[src/rtl/pipelined_addsub_if.sv]
// Handshake bundle for the pipelined adder/subtractor: operand beat in, result beat out.
`timescale 1ns/1ps
interface pipelined_addsub_if #(
  parameter int WIDTH = 8
);
  logic             in_valid;
  logic             in_ready;
  logic [WIDTH-1:0] a;
  logic [WIDTH-1:0] b;
  logic             sub;
  logic             out_valid;
  logic             out_ready;
  logic [WIDTH-1:0] sum;
  logic             carry_out;
  logic             overflow;
  logic             zero;

  modport master (
    output in_valid, a, b, sub, out_ready,
    input  in_ready, out_valid, sum, carry_out, overflow, zero
  );

  modport slave (
    input  in_valid, a, b, sub, out_ready,
    output in_ready, out_valid, sum, carry_out, overflow, zero
  );
endinterface

[src/rtl/pipelined_addsub.sv]
// Pipelined add/subtract: the carry chain is cut into STAGES chunks, one register rank per chunk,
// behind an operand capture rank, with a single global advance for full backpressure.
`timescale 1ns/1ps
module pipelined_addsub #(
  parameter int WIDTH  = 8,
  parameter int STAGES = 2
) (
  input logic              clk,
  input logic              rst,
  pipelined_addsub_if.slave bus
);
  localparam int CHUNK = WIDTH / STAGES;

  logic              advance;

  // rank k holds operands plus the low k chunks already resolved
  logic [STAGES-1:0] vld_p;
  logic [WIDTH-1:0]  a_p  [STAGES];
  logic [WIDTH-1:0]  bx_p [STAGES];
  logic [WIDTH-1:0]  s_p  [STAGES];
  logic [STAGES-1:0] c_p;

  logic [WIDTH-1:0]  ns [STAGES];
  logic [STAGES-1:0] nc;

  logic              vld_pf;
  logic [WIDTH-1:0]  sum_pf;
  logic              cout_pf;
  logic              ovf_pf;
  logic              zero_pf;

  function automatic logic [CHUNK:0] chunk_add(input logic [CHUNK-1:0] x,
                                               input logic [CHUNK-1:0] y,
                                               input logic             cin);
    return {1'b0, x} + {1'b0, y} + {{CHUNK{1'b0}}, cin};
  endfunction

  function automatic logic signed_ovf(input logic a_msb, input logic b_msb, input logic s_msb);
    return (a_msb == b_msb) && (s_msb != a_msb);
  endfunction

  assign advance       = !vld_pf || bus.out_ready;
  assign bus.in_ready  = advance;
  assign bus.out_valid = vld_pf;
  assign bus.sum       = sum_pf;
  assign bus.carry_out = cout_pf;
  assign bus.overflow  = ovf_pf;
  assign bus.zero      = zero_pf;

  // chunk k of rank k is resolved combinationally from the carry registered in rank k
  always_comb begin
    logic [CHUNK:0] csum;
    csum = '0;
    nc   = '0;
    for (int k = 0; k < STAGES; k++) begin
      csum  = chunk_add(a_p[k][k*CHUNK +: CHUNK], bx_p[k][k*CHUNK +: CHUNK], c_p[k]);
      ns[k] = s_p[k];
      ns[k][k*CHUNK +: CHUNK] = csum[CHUNK-1:0];
      nc[k] = csum[CHUNK];
    end
  end

  always_ff @(posedge clk) begin
    if (rst) begin
      vld_p   <= '0;
      vld_pf  <= 1'b0;
      sum_pf  <= '0;
      cout_pf <= 1'b0;
      ovf_pf  <= 1'b0;
      zero_pf <= 1'b0;
    end else if (advance) begin
      vld_p[0] <= bus.in_valid;
      for (int k = 1; k < STAGES; k++) vld_p[k] <= vld_p[k-1];
      // final rank: full sum and flags
      vld_pf  <= vld_p[STAGES-1];
      sum_pf  <= ns[STAGES-1];
      cout_pf <= nc[STAGES-1];
      ovf_pf  <= signed_ovf(a_p[STAGES-1][WIDTH-1], bx_p[STAGES-1][WIDTH-1],
                            ns[STAGES-1][WIDTH-1]);
      zero_pf <= (ns[STAGES-1] == '0);
    end
  end

  always_ff @(posedge clk) begin
    if (advance) begin
      a_p[0]  <= bus.a;
      bx_p[0] <= bus.sub ? ~bus.b : bus.b;
      c_p[0]  <= bus.sub;
      s_p[0]  <= '0;
      for (int k = 1; k < STAGES; k++) begin
        a_p[k]  <= a_p[k-1];
        bx_p[k] <= bx_p[k-1];
        s_p[k]  <= ns[k-1];
        c_p[k]  <= nc[k-1];
      end
    end
  end
endmodule

[src/flat_wrapper.sv]
// flat-port wrapper written by rule: the top's interface ports become plain ports
module pipelined_addsub_flat 
#(
  parameter int WIDTH  = 8,
  parameter int STAGES = 2
)
  (clk, rst, bus_in_valid, bus_a, bus_b, bus_sub, bus_out_ready, bus_in_ready, bus_out_valid, bus_sum, bus_carry_out, bus_overflow, bus_zero);
  pipelined_addsub_if #(.WIDTH(WIDTH)) bus_i ();
  input logic clk;
  input logic rst;
  input wire logic [$bits(bus_i.in_valid)-1:0] bus_in_valid;
  input wire logic [$bits(bus_i.a)-1:0] bus_a;
  input wire logic [$bits(bus_i.b)-1:0] bus_b;
  input wire logic [$bits(bus_i.sub)-1:0] bus_sub;
  input wire logic [$bits(bus_i.out_ready)-1:0] bus_out_ready;
  output wire logic [$bits(bus_i.in_ready)-1:0] bus_in_ready;
  output wire logic [$bits(bus_i.out_valid)-1:0] bus_out_valid;
  output wire logic [$bits(bus_i.sum)-1:0] bus_sum;
  output wire logic [$bits(bus_i.carry_out)-1:0] bus_carry_out;
  output wire logic [$bits(bus_i.overflow)-1:0] bus_overflow;
  output wire logic [$bits(bus_i.zero)-1:0] bus_zero;
  assign bus_i.in_valid = bus_in_valid;
  assign bus_i.a = bus_a;
  assign bus_i.b = bus_b;
  assign bus_i.sub = bus_sub;
  assign bus_i.out_ready = bus_out_ready;
  assign bus_in_ready = bus_i.in_ready;
  assign bus_out_valid = bus_i.out_valid;
  assign bus_sum = bus_i.sum;
  assign bus_carry_out = bus_i.carry_out;
  assign bus_overflow = bus_i.overflow;
  assign bus_zero = bus_i.zero;
  pipelined_addsub #(.WIDTH(WIDTH), .STAGES(STAGES)) u_core (.clk(clk), .rst(rst), .bus(bus_i));
endmodule
[config.mk]
export PLATFORM = sky130hd
export DESIGN_NAME = pipelined_addsub_flat
export DESIGN_NICKNAME = d
export VERILOG_FILES = /design/src/rtl/pipelined_addsub_if.sv /design/src/rtl/pipelined_addsub.sv /design/src/flat_wrapper.sv
export SDC_FILE = /design/constraint.sdc
export NUM_CORES = 1
export LEC_CHECK = 0
export CAP_MARGIN = 40
export CORE_ASPECT_RATIO = 1.2
export CORE_MARGIN = 1
export CORE_UTILIZATION = 50
export DETAILED_ROUTE_END_ITERATION = 8
export PLACE_DENSITY = 0.87
export SYNTH_ARGS = -nofsm -noshare
export SYNTH_HDL_FRONTEND = slang
export SYNTH_SLANG_ARGS = --single-unit
[constraint.sdc]
create_clock -name clk -period 2.45 [get_ports clk]
set_clock_uncertainty 0.1 [all_clocks]
set_input_delay 0.49 -clock clk [delete_from_list [all_inputs] [get_ports clk]]
set_output_delay 0.49 -clock clk [all_outputs]
set_load 0.01 [all_outputs]
=== Yosys cells after proc, flatten, opt, wreduce, memory -nomap -nowiden ===
Memory sizes are Yosys's and may differ from the RTL's.
Index checks and enable logic that the tools add are counted.

* Register bits after elaboration: 16
* Latch bits: 0
* Bits in writable memories: 48
* ROM bits: 0
* Input bits: 21
* Output and inout bits: 13
* Logic and storage cells: 24
* Memories: 3

{| class="wikitable"
|+ Memories
! memory !! depth !! width !! rd ports !! clocked after Yosys merged registers in !! wr ports !! RTL line !! RTL
|-
| u_core.a_p || 2 || 8 || 2 || 0 || 2 || pipelined_addsub.sv:18 || <nowiki>logic [WIDTH-1:0] a_p [STAGES];</nowiki>
|-
| u_core.bx_p || 2 || 8 || 2 || 0 || 2 || pipelined_addsub.sv:19 || <nowiki>logic [WIDTH-1:0] bx_p [STAGES];</nowiki>
|-
| u_core.s_p || 2 || 8 || 2 || 0 || 2 || pipelined_addsub.sv:20 || <nowiki>logic [WIDTH-1:0] s_p [STAGES];</nowiki>
|}

* Add/subtract/negate cells: 4
* Multipliers: 0
* Divide/modulo/power cells: 0
* $lt $le $gt $ge: 0
* Eq/ne operators: 2
* Shifts and indexed selects: 0
* Muxes and demuxes: 3
* Bitwise gates (word level): 1
* Reductions and logical operators: 4

{| class="wikitable"
|+ Operator list
! operator !! number
|-
| adder 4 x 4 -> 5 bit || 2
|-
| adder 5 x 1 -> 5 bit || 2
|-
| logical NOT 8 bit || 1
|-
| 2-to-1 mux 8 bit || 1
|-
| NOT 8 bit || 1
|-
| 2-to-1 mux 1 bit || 2
|-
| equality test 1 bit || 1
|-
| logical AND 1 bit || 1
|-
| logical NOT 1 bit || 1
|-
| logical OR 1 bit || 1
|-
| inequality test 1 bit || 1
|}

=== Longest topological paths before layout ===
* Word-level depth: 4
* Mapped depth: 6
* Mapped depth without buffers: 6

=== Worst setup path after synthesis ===
No wires, ideal clock.

* Path type: register -> register
* Start: memory u_core.a_p[1][4] (netlist: u_core.a_p[0][12])
* End: register u_core.zero_pf (netlist: u_core.bus.zero)
* Setup time: 0.084 ns
* Arrival time: 1.794 ns
* Required time: 2.266 ns
* Path slack: 0.472 ns
* Stages on the path, launching flop included: 6
* Path buffers: 0
* Period minus slack after synthesis: 1.978 ns
* Cells stage by stage: edfxtp_1 > fa_1 > fa_1 > nor4_1 > nand3_1 > o31ai_2

{| class="wikitable"
|+ RTL lines
! item !! RTL line !! RTL
|-
| start: declaration || pipelined_addsub.sv:18 ||
|-
| end signal: assignment || pipelined_addsub.sv:80 || <nowiki>zero_pf <= (ns[STAGES-1] == '0);</nowiki>
|-
| end: declaration || pipelined_addsub.sv:30 || <nowiki>logic zero_pf;</nowiki>
|}

=== Worst setup path in the final report ===
* Start: input port bus_out_ready
* End: output port bus_in_ready

* Longest elaborated chain between the ends: 1

{| class="wikitable"
|+ RTL lines
! item !! RTL line !! RTL
|-
| start: declaration || flat_wrapper.sv:15 || <nowiki>input wire logic [$bits(bus_i.out_ready)-1:0] bus_out_ready;</nowiki>
|-
| logical OR 1 bit || pipelined_addsub.sv:42 || <nowiki>assign advance = !vld_pf || bus.out_ready;</nowiki>
|-
| end: declaration || flat_wrapper.sv:16 || <nowiki>output wire logic [$bits(bus_i.in_ready)-1:0] bus_in_ready;</nowiki>
|}

No other way between the ends.

==> results.yml <==
run_status:
  status: "completed"
yosys:
  synth_area_per_cell_um2: 13.76
  synth_edf_count: 30
  ys_types: 28
  yosysWarningCount: 0
  synth_seq_area_share: 0.6653
  synth_flop_cell: "edfxtp_1"
  synth-seq-cells: 44
  synthesis.instances: 129
  syn_nets: 160
  async_flop_share: 0
  syn_area_um2: 1775
route:
  postRouteWirelength_mm: 2.647
  wl_per_cell_um: 13.04
  first_iter_violations: 61
  vias: 1042
  detail-route-antenna-nets: 0
  dr.pass1.iters: 4
  viasPerCell: 5.133
  route.detailed.drc: 0
clock_network:
  cts_root_buffer: "clkbuf_8"
  cts_setup_buffers: 0
  h-tree-depth: 2
  hold_buffers: 0
  cts_resized: 0
  cts.path.max_buffers: 2
  clk_pin_slew_worst_paths_ns: 0.08
  cts_tree: "done"
  cts_sinks: 44
  insertion_delay_ns: 0.29
  numCtsBuffers: 5
placement:
  io_buffers: 33
  routabilityCongestion: 0.7164
  placedInstanceArea_um2: 2136
  dpl.hpwl_mm: 1.926
setup_path:
  cp.required_ns: 1.86
  criticalPathCategory: "in2out"
  cp.arrival_ns: 1.70
  start_kind: "primary input"
  crit_fanout: 2
  rrSetupSlack_ns: 0.33
  cp-end-kind: "output port"
pwr:
  power.total_mw: 1.782
  combPwrFrac: 0.168
  p_per_area_nw_per_um2: 793.0
  swShare: 0.2319
  p_seq_frac: 0.530
  leakagePower_nw: 0.8853
  pwr-share-clk: 0.302
  p_int_mw: 1.369
  ir_worst_vdd_v: 0.0006565
  switchingPower_mw: 0.4132
floorplan:
  fp.dieArea_um2: 3794
  rows: 23
  core-area_um2: 3367
  die_y_um: 67.28
  top_level_ports: 34
  chipWidth_um: 56.40
  start_util: 0.5273
layout:
  antenna_cells: 0
  final_area_um2: 2247
  syn_to_final_growth_pct: 26.57
  drive_gt1_frac: 0.07831
  nets: 196
  fin_util: 0.6674
timing:
  drv_slew: 0
  report.final.setup_viol: 0
  fmax_ghz: 0.4362
  relSlewSlack: 0.6226
  hold_viol_final: 0
  timing.final.crit_share: 0.9358
  worst_pin_slew_ns: 0.5644
  setup-tns-final_ns: 0
  rsz0062_at_grt: "false"
  fin_crit_ns: 2.293
global_route:
  antenna_found_initial: 0
  overflow: 0
  grt_usage: 0.1626
  grt_start_max_net_pins: 42
  grt_pass1_vias: 1067
  grt_pass1_wl_mm: 4.554
job:
  cap_violations: 0
min_path:
  hp-class: "reg2reg"
==> kinds of logic after synthesis <==
| family | count (synthesis) | synth area share |
|---|---|---|
| XOR/XNOR | 13 | 0.06413 |
| adder cells (fa/ha/maj) | 10 | 0.08739 |
| flip-flops | 44 | 0.6653 |
| AND/OR/NAND/NOR | 33 | 0.08387 |
| AO/OA/AOI/OAI | 18 | 0.07118 |
| buffers and inverters | 11 | 0.02818 |
==> power groups by stage <==
stage	Clock, mW	Sequential (mW)	Combinational [mW]
after global placement	0	0.956	0.287
final	0.539	0.945	0.299
after floorplan	0	0.967	0.158
after CTS	0.549	0.947	0.302
after detailed placement	0	0.964	0.301
after global routing	0.581	0.956	0.331
==> critical path, stage by stage <==
cell and delay, ns:
clkdlybuf4s50_1 0.39, nor2b_1 0.22, inv_1 0.11, clkdlybuf4s50_1 0.49
==> cell type report <==
cell class | count | area [um2]
Multi-Input combinational cell | 74 | 544.3
Clock buffer | 5 | 68.82
Sequential cell | 44 | 1181
Timing Repair Buffer | 35 | 345.3
Clock inverter | 3 | 42.54
Inverter | 5 | 18.77
Tap cell | 37 | 46.29
Fill cell | 261 | 1120
==> synthesized netlist by cell type, types with 2 or more instances <==
cell | n | area [um2]
nand2_1 | 16 | 60.06
inv_1 | 5 | 18.77
dfxtp_1 | 14 | 280.3
nor3_1 | 2 | 10.01
nand3b_1 | 2 | 15.01
a21o_1 | 3 | 22.52
ha_1 | 6 | 75.07
edfxtp_1 | 30 | 900.9
nor2b_1 | 2 | 12.51
xnor2_1 | 3 | 26.28
xor2_1 | 10 | 87.58
a21oi_1 | 9 | 45.04
buf_2 | 3 | 15.01
nor2_1 | 7 | 26.28
fa_1 | 4 | 80.08
==> state kept, by name, indices dropped and copies added, names as in the netlist <==
signal	count
u_core.vld_p	2
u_core.c_p	2
u_core.bus.zero	1
u_core.a_p	12
u_core.bus.carry_out	1
u_core.bus.out_valid	1
u_core.s_p	4
u_core.bx_p	12
u_core.bus.sum	8
u_core.bus.overflow	1
==> stage by stage <==
stage	hold slack (ns)	setup WS, ns	cells
detailed placement	0.3125	0.1975	195
CTS	0.3324	0.1348	203
floorplan	0.3003	0.4719	129
finish	0.3274	0.1573	203
global route	0.3336	0.08682	203
global placement	0.3027	0.2010	195
==> placed cells by master, fill, tap and decap left out, drive strengths merged, types with 5 or more instances in the layout <==
master          n
inv             5
a21oi          10
xor2           10
clkdlybuf4s50  33
ha              6
edfxtp         30
nand2          16
dfxtp          14
nor2            7
clkbuf          5
==> path summary, 6_finish.rpt <==
path | from | cells past startpoint | to
setup reg to reg | u_core.a_p[0][12] | 5 | u_core.bus.zero
setup / recovery | bus_out_ready | 4 | bus_in_ready
hold / removal | u_core.a_p[0][7] | 0 | u_core.a_p[0][15]
hold reg to reg | u_core.a_p[0][7] | 0 | u_core.a_p[0][15]
==> per-layer routing <==
layer | share of wire | GRT usage
met5 | 0 | 0
met4 | 0.0053 | 0.05488
met3 | 0.059 | 0.05364
met1 | 0.39 | 0.1675
met2 | 0.55 | 0.3110
(Power assumes the default switching activity.)
